<file path="config.mk">
export PLATFORM = sky130hd
export DESIGN_NAME = strt_bit_validator
export DESIGN_NICKNAME = d
export VERILOG_FILES = /design/src/rtl/strt_bit_validator.sv
export SDC_FILE = /design/constraint.sdc
export NUM_CORES = 1
export LEC_CHECK = 0
export BUFFER_PORTS_ARGS = -buffer_cell sky130_fd_sc_hd__buf_2
export CAP_MARGIN = 10
export CORE_ASPECT_RATIO = 1.1
export CORE_MARGIN = 1
export CORE_UTILIZATION = 44
export CTS_BUF_LIST = sky130_fd_sc_hd__clkbuf_4 sky130_fd_sc_hd__clkbuf_8 sky130_fd_sc_hd__clkbuf_16
export DETAILED_ROUTE_END_ITERATION = 8
export PLACE_DENSITY = 0.66
export RECOVER_POWER = 100
export SYNTH_ARGS = -nofsm -noshare
export SYNTH_HDL_FRONTEND = slang
export SYNTH_SLANG_ARGS = --single-unit
</file>
<file path="constraint.sdc">
create_clock -name i_clk -period 3.3 [get_ports i_clk]
set_input_delay 0 -clock i_clk [delete_from_list [all_inputs] [get_ports i_clk]]
set_output_delay 0 -clock i_clk [all_outputs]
set_load 0.005 [all_outputs]
</file>
<file path="src/rtl/strt_bit_validator.sv">
// -----------------------------------------------------------------------------
// strt_bit_validator
//   UART RX start-bit detector/validator with oversampling. A falling edge on
//   the serial line starts a bit-time counter. Three samples taken around the
//   bit centre are majority-voted. A low vote confirms the start bit with a
//   one-cycle o_strt_valid pulse, and the block then holds until the frame
//   FSM reports frame end. A high vote rejects the start bit with a one-cycle
//   o_strt_glitch pulse, and the block then waits for the line to return idle.
//
// Configuration macro:
//   STRT_INPUT_SYNC_EN - when defined, i_rx_in passes through a 2-flop
//                        synchroniser (reset to 1). All latencies grow by 2.
//                        When undefined, i_rx_in must be synchronous to i_clk.
//
// Ports:
//   i_clk          clock
//   i_rst_n        asynchronous active-low reset
//   i_en           block enable; low forces IDLE on the next clock
//   i_rx_in        serial line, idle high
//   i_prescale     oversampling clocks per bit, latched at edge detection
//   i_frame_done   frame FSM pulse: frame finished, re-arm detector
//   o_strt_valid   1-cycle pulse: start bit confirmed (vote = 0)
//   o_strt_glitch  1-cycle pulse: start bit rejected (vote = 1)
//   o_sampled_bit  last vote result, held until the next vote
//   o_busy         high whenever the FSM is not in IDLE
// -----------------------------------------------------------------------------
module strt_bit_validator #(
  parameter int PRESCALE_WIDTH = 6,
  parameter int MIN_PRESCALE   = 4
) (
  input  logic                      i_clk,
  input  logic                      i_rst_n,
  input  logic                      i_en,
  input  logic                      i_rx_in,
  input  logic [PRESCALE_WIDTH-1:0] i_prescale,
  input  logic                      i_frame_done,
  output logic                      o_strt_valid,
  output logic                      o_strt_glitch,
  output logic                      o_sampled_bit,
  output logic                      o_busy
);

  typedef enum logic [1:0] {
    S_IDLE   = 2'd0,
    S_COUNT  = 2'd1,
    S_LOCKED = 2'd2,
    S_REARM  = 2'd3
  } state_t;

  localparam logic [PRESCALE_WIDTH-1:0] MIN_PS  = PRESCALE_WIDTH'(MIN_PRESCALE);
  localparam logic [PRESCALE_WIDTH-1:0] ZERO_PS = {PRESCALE_WIDTH{1'b0}};
  localparam logic [PRESCALE_WIDTH-1:0] ONE_PS  = {{(PRESCALE_WIDTH-1){1'b0}}, 1'b1};

  // Majority of three samples.
  function automatic logic maj3(input logic a, input logic b, input logic c);
    return (a & b) | (a & c) | (b & c);
  endfunction

  state_t                    r_state;
  logic [PRESCALE_WIDTH-1:0] r_cnt;
  logic [PRESCALE_WIDTH-1:0] r_ps;
  logic                      r_samp0;
  logic                      r_samp1;
  logic                      r_strt_valid;
  logic                      r_strt_glitch;
  logic                      r_sampled_bit;
  logic                      r_busy;

  logic                      w_rx;
  logic [PRESCALE_WIDTH-1:0] w_ps_clamped;
  logic [PRESCALE_WIDTH-1:0] w_mid;
  logic [PRESCALE_WIDTH-1:0] w_mid_m1;
  logic [PRESCALE_WIDTH-1:0] w_mid_p1;
  logic                      w_vote;

`ifdef STRT_INPUT_SYNC_EN
  logic [1:0] r_sync;

  // Two-flop synchroniser; resets to the idle-high line level.
  always_ff @(posedge i_clk or negedge i_rst_n) begin
    if (!i_rst_n) begin
      r_sync <= 2'b11;
    end else begin
      r_sync <= {r_sync[0], i_rx_in};
    end
  end

  assign w_rx = r_sync[1];
`else
  assign w_rx = i_rx_in;
`endif

  // Prescale below the minimum is raised to the minimum before latching.
  assign w_ps_clamped = (i_prescale < MIN_PS) ? MIN_PS : i_prescale;
  // Sample points are derived from the latched prescale, so prescale changes
  // during COUNT have no effect on the current vote.
  assign w_mid    = r_ps >> 1;
  assign w_mid_m1 = w_mid - ONE_PS;
  assign w_mid_p1 = w_mid + ONE_PS;
  // Third sample is the live line value at the mid+1 count.
  assign w_vote   = maj3(r_samp0, r_samp1, w_rx);

  // Start-bit FSM with registered pulse, vote and busy outputs.
  always_ff @(posedge i_clk or negedge i_rst_n) begin
    if (!i_rst_n) begin
      r_state       <= S_IDLE;
      r_cnt         <= ZERO_PS;
      r_ps          <= MIN_PS;
      r_samp0       <= 1'b1;
      r_samp1       <= 1'b1;
      r_strt_valid  <= 1'b0;
      r_strt_glitch <= 1'b0;
      r_sampled_bit <= 1'b1;
      r_busy        <= 1'b0;
    end else begin
      r_strt_valid  <= 1'b0;
      r_strt_glitch <= 1'b0;
      if (!i_en) begin
        r_state <= S_IDLE;
        r_cnt   <= ZERO_PS;
        r_busy  <= 1'b0;
      end else begin
        case (r_state)
          S_IDLE: begin
            if (!w_rx) begin
              // Detection cycle counts as 0, so COUNT starts at 1.
              r_state <= S_COUNT;
              r_cnt   <= ONE_PS;
              r_ps    <= w_ps_clamped;
              r_busy  <= 1'b1;
            end else begin
              r_cnt  <= ZERO_PS;
              r_busy <= 1'b0;
            end
          end
          S_COUNT: begin
            r_cnt <= r_cnt + ONE_PS;
            if (r_cnt == w_mid_m1) begin
              r_samp0 <= w_rx;
            end
            if (r_cnt == w_mid) begin
              r_samp1 <= w_rx;
            end
            if (r_cnt == w_mid_p1) begin
              r_cnt         <= ZERO_PS;
              r_sampled_bit <= w_vote;
              if (w_vote) begin
                r_strt_glitch <= 1'b1;
                r_state       <= S_REARM;
              end else begin
                r_strt_valid <= 1'b1;
                r_state      <= S_LOCKED;
              end
            end
          end
          S_LOCKED: begin
            if (i_frame_done) begin
              r_state <= S_IDLE;
              r_busy  <= 1'b0;
            end
          end
          S_REARM: begin
            // No new edge detection until the line has returned idle.
            if (w_rx) begin
              r_state <= S_IDLE;
              r_busy  <= 1'b0;
            end
          end
          default: begin
            r_state <= S_IDLE;
            r_cnt   <= ZERO_PS;
            r_busy  <= 1'b0;
          end
        endcase
      end
    end
  end

  assign o_strt_valid  = r_strt_valid;
  assign o_strt_glitch = r_strt_glitch;
  assign o_sampled_bit = r_sampled_bit;
  assign o_busy        = r_busy;

endmodule

</file>
======== Yosys cells after proc, flatten, opt, wreduce, memory -nomap -nowiden ========
Index checks and enable logic that the tools add are counted.
word-level totals
  register bits ........................... 20
operators by class
  add/subtract/negate cells ............... 3
  order comparisons ....................... 1
  eq/ne operators ......................... 12
  multiplexer cells ....................... 25
  bitwise logic cells ..................... 6
  reduce and logical (&&, ||, !) cells .... 7
operator list
  cell                   number
  $mux W6                3
  $reduce_and A3 Y1      5
  $mux W1                14
  $eq A6 B6 Y1           2
  $ne A3 B3 Y1 const B   4
  $pmux W6 S2            1
  $mux W2                5
  $pmux W2 S4            1
  $add A5 B1 Y6 const B  1
  $add A6 B1 Y6 const B  1
  $eq A6 B5 Y1           1
  $lt A6 B3 Y1 const B   1
  $sub A5 B1 Y6 const B  1
  $eq A2 B2 Y1 const B   2
  $ne A4 B1 Y1 const B   1
  $reduce_and A4 Y1      1
  $and A1 B1 Y1          3
  $ne A3 B1 Y1 const B   1
  $pmux W1 S3            1
  $eq A2 B1 Y1 const B   1
  $logic_not A2 Y1       1
  $or A1 B1 Y1           2
  $not A1 Y1             1

======== Depth between registers and ports, before layout ========
Gate-level depths: netlist of the first run.
  depth in word-level cells ............... 7
  mapped depth ............................ 7
  gate-level depth less buffers ........... 7

======== Worst setup path before layout of the first run ========
OpenSTA, ideal clock, no wires.
  path type ............................... register to register
  start point ............................. register r_ps[2]
  end point ............................... register r_cnt[1]
  setup time .............................. 0.122 ns
  arrival time ............................ 1.873 ns
  path slack .............................. 1.305 ns
  cell stages (with the launch flop) ...... 8
  path buffers ............................ 0
  period minus slack after synthesis ...... 1.995 ns
  cells stage by stage .................... dfstp_2 -> inv_1 -> ha_1 -> xor2_1 -> nor2b_1 -> nand4_1 -> or2_1 -> a32o_1
between the ends
  word-level cells in the longest chain between the ends .. 5
RTL lines
  item                      RTL line  source
  start: declaration        61        logic [PRESCALE_WIDTH-1:0] r_ps;
  start signal: assignment  129       r_ps <= w_ps_clamped;
  $add A5 B1 Y6             99        assign w_mid_p1 = w_mid + ONE_PS;
  $eq A6 B6 Y1              144       if (r_cnt == w_mid_p1) begin
  $mux W6                   144
  $pmux W6 S2               123       case (r_state)
  $mux W6                   118       if (!i_en) begin
  end signal: assignment    137       r_cnt <= r_cnt + ONE_PS;
  end: declaration          60        logic [PRESCALE_WIDTH-1:0] r_cnt;
Every way passes these cells.
A chain may end at the register's enable or synchronous reset.

======== Worst setup path in the final report of the first run ========
  start point ............................. register r_ps[2]
  end point ............................... register r_samp0
between the ends
  word-level cells in the longest chain between the ends .. 3
RTL lines
  item                         RTL line  source
  $sub A5 B1 Y6                98        assign w_mid_m1 = w_mid - ONE_PS;
  $eq A6 B6 Y1                 138       if (r_cnt == w_mid_m1) begin
  $reduce_and A3 Y1 (no line)  --
  end signal: assignment       139       r_samp0 <= w_rx;
  end: declaration             62        logic r_samp0;
Every way passes these cells.

==> results by group, run 1 <==
Setup path
  • Worst setup EP type: flip-flop
  • Crit Path Class: reg -> reg
  • Req. time, crit path: ~3.5 ns
  • CP max stage cell: dfstp_1
  • Critical-path maximum fanout: 7
  • CP Launch Type: flip-flop
  • Buf+Inv Stages, Crit Path: 1
  • Arr. time, crit path: about 2.6 ns
  • Slowest cell delay on critical path: 0.64 ns
  • CP delay by family, top: compound AO/OA/AOI/OAI gates
  • Critical Path, Cell by Cell: inv_1 > ha_1 > o21ai_0 > o221ai_1 > a2111oi_0 > mux2_1

Cells and area
  • Ant diodes: 0
  • Proportion of layout cells with a drive suffix above 1: about 14%
  • Multi-input gate area: approximately 660 sq um
  • Area Overhead vs Synth: 13.6%
  • Layout net count: 160
  • Final non-filler cell area: between 0.001 and 0.0015 sq mm
  • Register area: 480 sq um
  • Filler cell count: approximately 240

Placed design
  • Area after DPL: 0.00127 sq mm
  • Final HPWL DP: 1.88 mm
  • GPL Wtd Cong: 0.916
  • # port buffers: 13

Global route
  • First-pass GRT wire length: 4.59 mm
  • Initial antenna violation count: 0
  • Grt total ovfl: 0
  • Gr usage total: 21.5%
  • Vias in the first global route: 1,052
  • Pin count of the biggest net entering global routing: 20

Run status
  • Status: finished with violations
  • Failing checks: capacitance limit, slew limit

Die
  • IO Pins: 15
  • # rows: 19
  • Core area: 0.00254 sq mm
  • Die Y: 56.7 microns
  • Initial Utilization: 47.0%
  • Total die area: 0.00293 sq mm
  • Die width: 51.7 microns

Detailed routing
  • DRT iter0 DRCs: 22
  • Vias: 1,029
  • Routed wire length per instance: 14.6 microns
  • Via density: roughly 6
  • DRT met1 WL: between 1 and 1.5 mm
  • Metal3 WL: 94 microns
  • Highest routed layer: met4
  • Remaining antenna violation count: 0
  • Drt first pass iters: 4
  • Post-route DRC: 0
  • Final WL: between 2 and 3 mm
  • Met2 Routed Length: 1.31 mm

Clocking
  • CTS clock-pin slew for the worst setup and hold paths: roughly 0.12 ns
  • CTS tree: done
  • Clock buffer depth: 2
  • # clock sinks: 19
  • CTS root buf: clkbuf_4
  • CTS Buf Count: 3
  • Clock latency on the worst-skew pair: 0.30 ns
  • H-tree depth: 1

Yosys
  • Yosys Warn Count: 0
  • Flops & latches, synth: 19
  • Sequential area share after synthesis: about two fifths
  • Post-Syn Area: 0.00119 sq mm
  • Largest cells by area after synthesis: dfrtp_1 (31%), dfstp_2 (8.8%), xnor2_1 (5.9%), mux2_1 (4.7%), xor2_1 (3.7%)
  • Post-synth net total: about 140
  • Library cells used by synthesis: 40
  • Share of flip-flops with an asynchronous set or reset: 100%
  • Post-synthesis cell count: roughly 130
  • Synth top area share: between 30% and 40%
  • EDFF count, synth: 0
  • Largest area contributor in the netlist: dfrtp_1
  • Most frequent cell after synthesis: dfrtp_1
  • Synth Flop Type: dfrtp_1
  • Synth cell count leaders: dfrtp_1 (15), nand3_1 (8), xnor2_1 (8), nand2_1 (7)
  • Avg Inst Size Synth: 9.41 sq um

Timing
  • RSZ-0062 raised after global routing: no
  • Setup tns final: 0 ns
  • Crit path time final: 2.39 ns
  • Worst slew pin tran: 1.57 ns
  • Final Slew Violations: 10
  • Hold Vio Cnt, Final: 0
  • Fmax: 418 MHz
  • Setup violators final: 0
  • Clk_skew: 0.00872 ns
  • Final period utilization: around 72%
  • Slew Limit Headroom: -6.21%

Pwr
  • Pwr Density: 458 mW/mm^2
  • Tot Pwr: 0.622 mW
  • Peak supply drop: 0.000321 V
  • Leakage power figure: 0.566 nW

Min path
  • HP Class: in -> reg

Run
  • Max cap viols: 1
-- power by group --
part	switching [mW]	internal, mW	total (mW)
Sequential	0.0436	0.273	0.317
Combinational	0.100	0.0856	0.186
Clock	0.0746	0.0451	0.120
Total	0.218	0.404	0.622
-- cells in the final DEF, fill, tap and decap left out, types with 4 or more instances in the layout --
cell           count
dfrtp_1           15
buf_2             12
o21ai_0            9
nand3_1            8
xnor2_1            8
nand2_1            7
dlygate4sd3_1      7
nor2_1             6
xor2_1             5
mux2_1             5
a21oi_1            5
inv_1              4
nor3_1             4
-- worst paths after layout --
path / slack [ns] / depth (start not counted) / endpoint / from
min in group asynchronous: 0.39 / 2 / o_busy / i_rst_n
worst min register to register: 0.55 / 1 / r_cnt[0] / r_cnt[0]
max in group asynchronous: 2.28 / 2 / r_cnt[3] / i_rst_n
worst min-delay path: 0.02 / 2 / r_samp0 / i_rx_in
worst max register to register: 0.91 / 6 / r_samp0 / r_ps[2]
worst max-delay path: 0.91 / 6 / r_samp0 / r_ps[2]
-- cell type report --
type,instances,area share (%)
clock buffer,3,1.66
tap,31,2.86
clock inverter,1,0.369
inverter,5,1.38
timing repair buffer,20,9.86
multi-input combinational,97,48.5
sequential,19,35.4
-- kinds of logic (layout without fill, tap and decap cells) --
logic type | count (synthesis) | count (layout) | share of synthesized area (%)
fa+ha+maj | 4 | 4 | 3.98
mux | 5 | 5 | 4.71
simple gates | 45 | 45 | 21.3
buf+inv | 11 | 29 | 3.66
xor+xnor | 13 | 13 | 9.53
flops | 19 | 19 | 40.2
compound gates | 30 | 30 | 16.6
-- flip-flops by register name (all words and copies together), names as in the netlist --
signal	count
o_sampled_bit	1
r_ps	5
r_samp1	1
r_cnt	6
r_state	2
o_busy	1
r_samp0	1
o_strt_glitch	1
o_strt_valid	1
-- metal layers --
layer / GRT usage (%) / up-vias
li1: - / 501
met1: 26.2 / 489
met2: 35.3 / 30
met3: 3.52 / 9
met4: 12.4 / 0
met5: 0 / -
-- through the flow --
| stage | utilization, % | std cells | hold WS [ns] | worst slack (ns) |
|---|---|---|---|---|
| finish | 53.4 | 176 | 0.0195 | 0.910 |
| detailed placement | 50.1 | 165 | -0.0317 | 1.07 |
| global placement | 50.1 | 165 | -0.0398 | 1.07 |
| global route | 53.4 | 176 | 0.0334 | 0.682 |
| CTS | 53.9 | 176 | 0.0302 | 1.04 |
| floorplan | - | 127 | -0.296 | 1.31 |
-- timing repair --
item                      4_1_cts  5_1_grt
setup buffers                   0        0
hold endpoints to repair       26        0
hold buffers                    7        0
resized for setup               0        0
Note: power is estimated with default switching activity, not from simulation.
==> run 2: changes to the inputs <==
- clock period: 3.3 -> 2.4 ns (I/O delays scaled with it)
==> run 2 against run 1 <==
Net effect:
- the flow now finishes without violations
- hold slack worse by 0.011 ns
- global-route usage is 1.0 points lower
- count of clock-buffer cells in the layout stayed put
- final area is 0.74% higher
- first-iteration DRC count is 18% higher
- sequential share of layout area is 0.26 points lower
- utilization is 0.39 points higher
- via count is 1.8% lower
- non-clock buffer count is 1 higher
- critical path type unchanged
- largest power group unchanged
==> results by group, run 2 (synthesis results as in run 1) <==
Min path
  • Hold depth: 2
  • HP Class: in -> reg
  • Startpoint of the worst hold path: i_rx_in
  • Worst Hold End: r_samp1

Pwr
  • Leakage power figure: 0.569 nW
  • Tot Pwr: 0.866 mW
  • Clk pwr share: 19.9%
  • Comb power frac: 29.7%
  • Peak supply drop: between 0.0005 and 0.0006 V
  • Sequential Power Share: 50.4%
  • Psw: 0.307 mW
  • Internal Power: ~0.56 mW
  • Sw frac: 35.5%
  • Pwr Density: 633 mW/mm^2

Placed design
  • # port buffers: 13
  • Pre-CTS setup slack: 0.161 ns
  • Final HPWL DP: 1.85 mm
  • GPL Wtd Cong: between 0.8 and 0.9
  • Area after DPL: 0.00128 sq mm

Run
  • Max cap viols: 0

Setup path
  • Critical-path maximum fanout: 7
  • Worst r2r src: r_ps[2]
  • Crit Path Class: reg -> reg
  • Req. time, crit path: 2.61 ns
  • Worst setup EP type: flip-flop
  • Arr. time, crit path: 2.48 ns
  • Reg-to-reg endpoint: r_cnt[1]
  • Slowest cell delay on critical path: about 0.60 ns
  • Critical Path, Cell by Cell: inv_1 > ha_1 > xor2_1 > nor2b_1 > nand4_1 > or2_1 > a32o_1
  • CP Launch Type: flip-flop
  • Flop2flop setup slack: between 0.1 and 0.15 ns
  • Cells on worst reg2reg path: 7
  • CP max stage cell: dfstp_2

Die
  • Die Y: 56.7 microns
  • IO Pins: 15
  • Total die area: roughly 0.0029 sq mm
  • # rows: 19
  • Die width: 51.7 microns
  • Initial Utilization: a little under half
  • Core area: 0.00254 sq mm

Detailed routing
  • Via density: 5.71
  • Final WL: 2.58 mm
  • DRT iter0 DRCs: 26
  • Remaining antenna violation count: 0
  • Post-route DRC: 0
  • Vias: around 1.0k
  • Drt first pass iters: 4
  • Routed wire length per instance: 14.6 microns

Global route
  • Initial antenna violation count: 0
  • Gr usage total: around a fifth
  • First-pass GRT wire length: 4.46 mm
  • Vias in the first global route: just under 1k
  • Pin count of the biggest net entering global routing: 20
  • Grt total ovfl: 0

Cells and area
  • Max reg flops: 6
  • Biggest registers after layout: r_cnt x6, r_ps x5, r_state x2
  • Most flop-heavy register: r_cnt
  • Filler cell count: 228
  • Final core occ: 53.8%
  • Multi-input gate area: about 660 sq um
  • Final non-filler cell area: roughly 0.0014 sq mm
  • Layout net count: 161
  • Proportion of layout cells with a drive suffix above 1: 15.8%
  • Register area: roughly 480 sq um
  • Area Overhead vs Synth: 14.5%
  • Ant diodes: 0
  • Commonest cells after routing, fill and taps aside: dfrtp_1 (15), buf_2 (12), o21ai_0 (9), nand3_1 (8), xnor2_1 (8)
  • Most common cell after layout, fill and taps aside: dfrtp_1

Timing
  • Crit path time final: 2.27 ns
  • Setup ws final: 0.133 ns
  • Setup violators final: 0
  • Worst slew pin tran: 1.04 ns
  • Slew Limit Headroom: 30.5%
  • Hold Vio Cnt, Final: 0
  • Clk_skew: 0.00288 ns
  • Final Slew Violations: 0
  • Final period utilization: 94.4%
  • RSZ-0062 raised after global routing: no
  • Setup tns final: 0 ns
  • Fmax: 441 MHz

Clocking
  • H-tree depth: 1
  • Number of post-CTS setup repair buffers: 0
  • CTS clock-pin slew for the worst setup and hold paths: 0.12 ns
  • CTS root buf: clkbuf_4
  • Clock buffer depth: 2
  • CTS tree: done
  • CTS Buf Count: 3
  • # clock sinks: 19
  • Clock latency on the worst-skew pair: 0.31 ns

Run status
  • Status: finished clean
## run 2: worst max-delay path by stage
stage	start	to	slack, ns	cells after the start
2_1_floorplan	r_ps[2]	r_cnt[1]	0.41	7
3_3_place_gp	r_ps[2]	o_sampled_bit	0.20	7
3_5_place_dp	r_ps[2]	o_sampled_bit	0.16	7
4_1_cts	r_ps[2]	o_sampled_bit	0.13	7
5_1_grt	r_ps[2]	r_cnt[1]	0.02	7
6_report	r_ps[2]	r_cnt[1]	0.13	7
## run 2: stage by stage
stage	instances	hold WS, ns
6_report	177	0.00866
5_1_grt	177	0.0473
3_5_place_dp	166	-0.0307
2_1_floorplan	127	-0.296
3_3_place_gp	166	-0.0405
4_1_cts	177	0.0217
## run 2: cell type report
type	count	area share (%)
clock buffers	3	1.65
clock inverters	1	0.366
multi-input cells	97	48.6
inverters	5	1.37
repair buffers	21	10.1
flip-flops and latches	19	35.1
well taps	31	2.84
## run 2: power groups by stage
stage | clock network (mW) | registers [mW] | logic [mW]
global route | 0.185 | 0.447 | 0.288
floorplan | 0 | 0.417 | 0.210
detailed placement | 0 | 0.443 | 0.253
finish | 0.172 | 0.436 | 0.257
global placement | 0 | 0.441 | 0.243
CTS | 0.174 | 0.437 | 0.264
## run 2: critical path, delay by kind of cell, from the launching register on
kind / cells / cell delay, ns
buffers and inverters: 1 / 0.07
XOR/XNOR: 1 / 0.15
AO/OA/AOI/OAI: 1 / 0.27
flip-flops: 1 / 0.60
adder cells (fa/ha/maj): 1 / 0.28
AND/OR/NAND/NOR: 3 / 0.79
## run 2: metal layers
metal / global-route usage [%] / share of wire (%)
met3: 3.25 / 1.6
met4: 9.27 / 2.2
met2: 34.0 / 49
met5: 0 / 0
met1: 25.8 / 47
## run 2: repair_timing
action | in CTS | in global routing
hold buffers | 7 | 0
endpoints found under the hold margin | 25 | 0
setup endpoints to repair | 0 | 1
gates resized for setup | 0 | 1
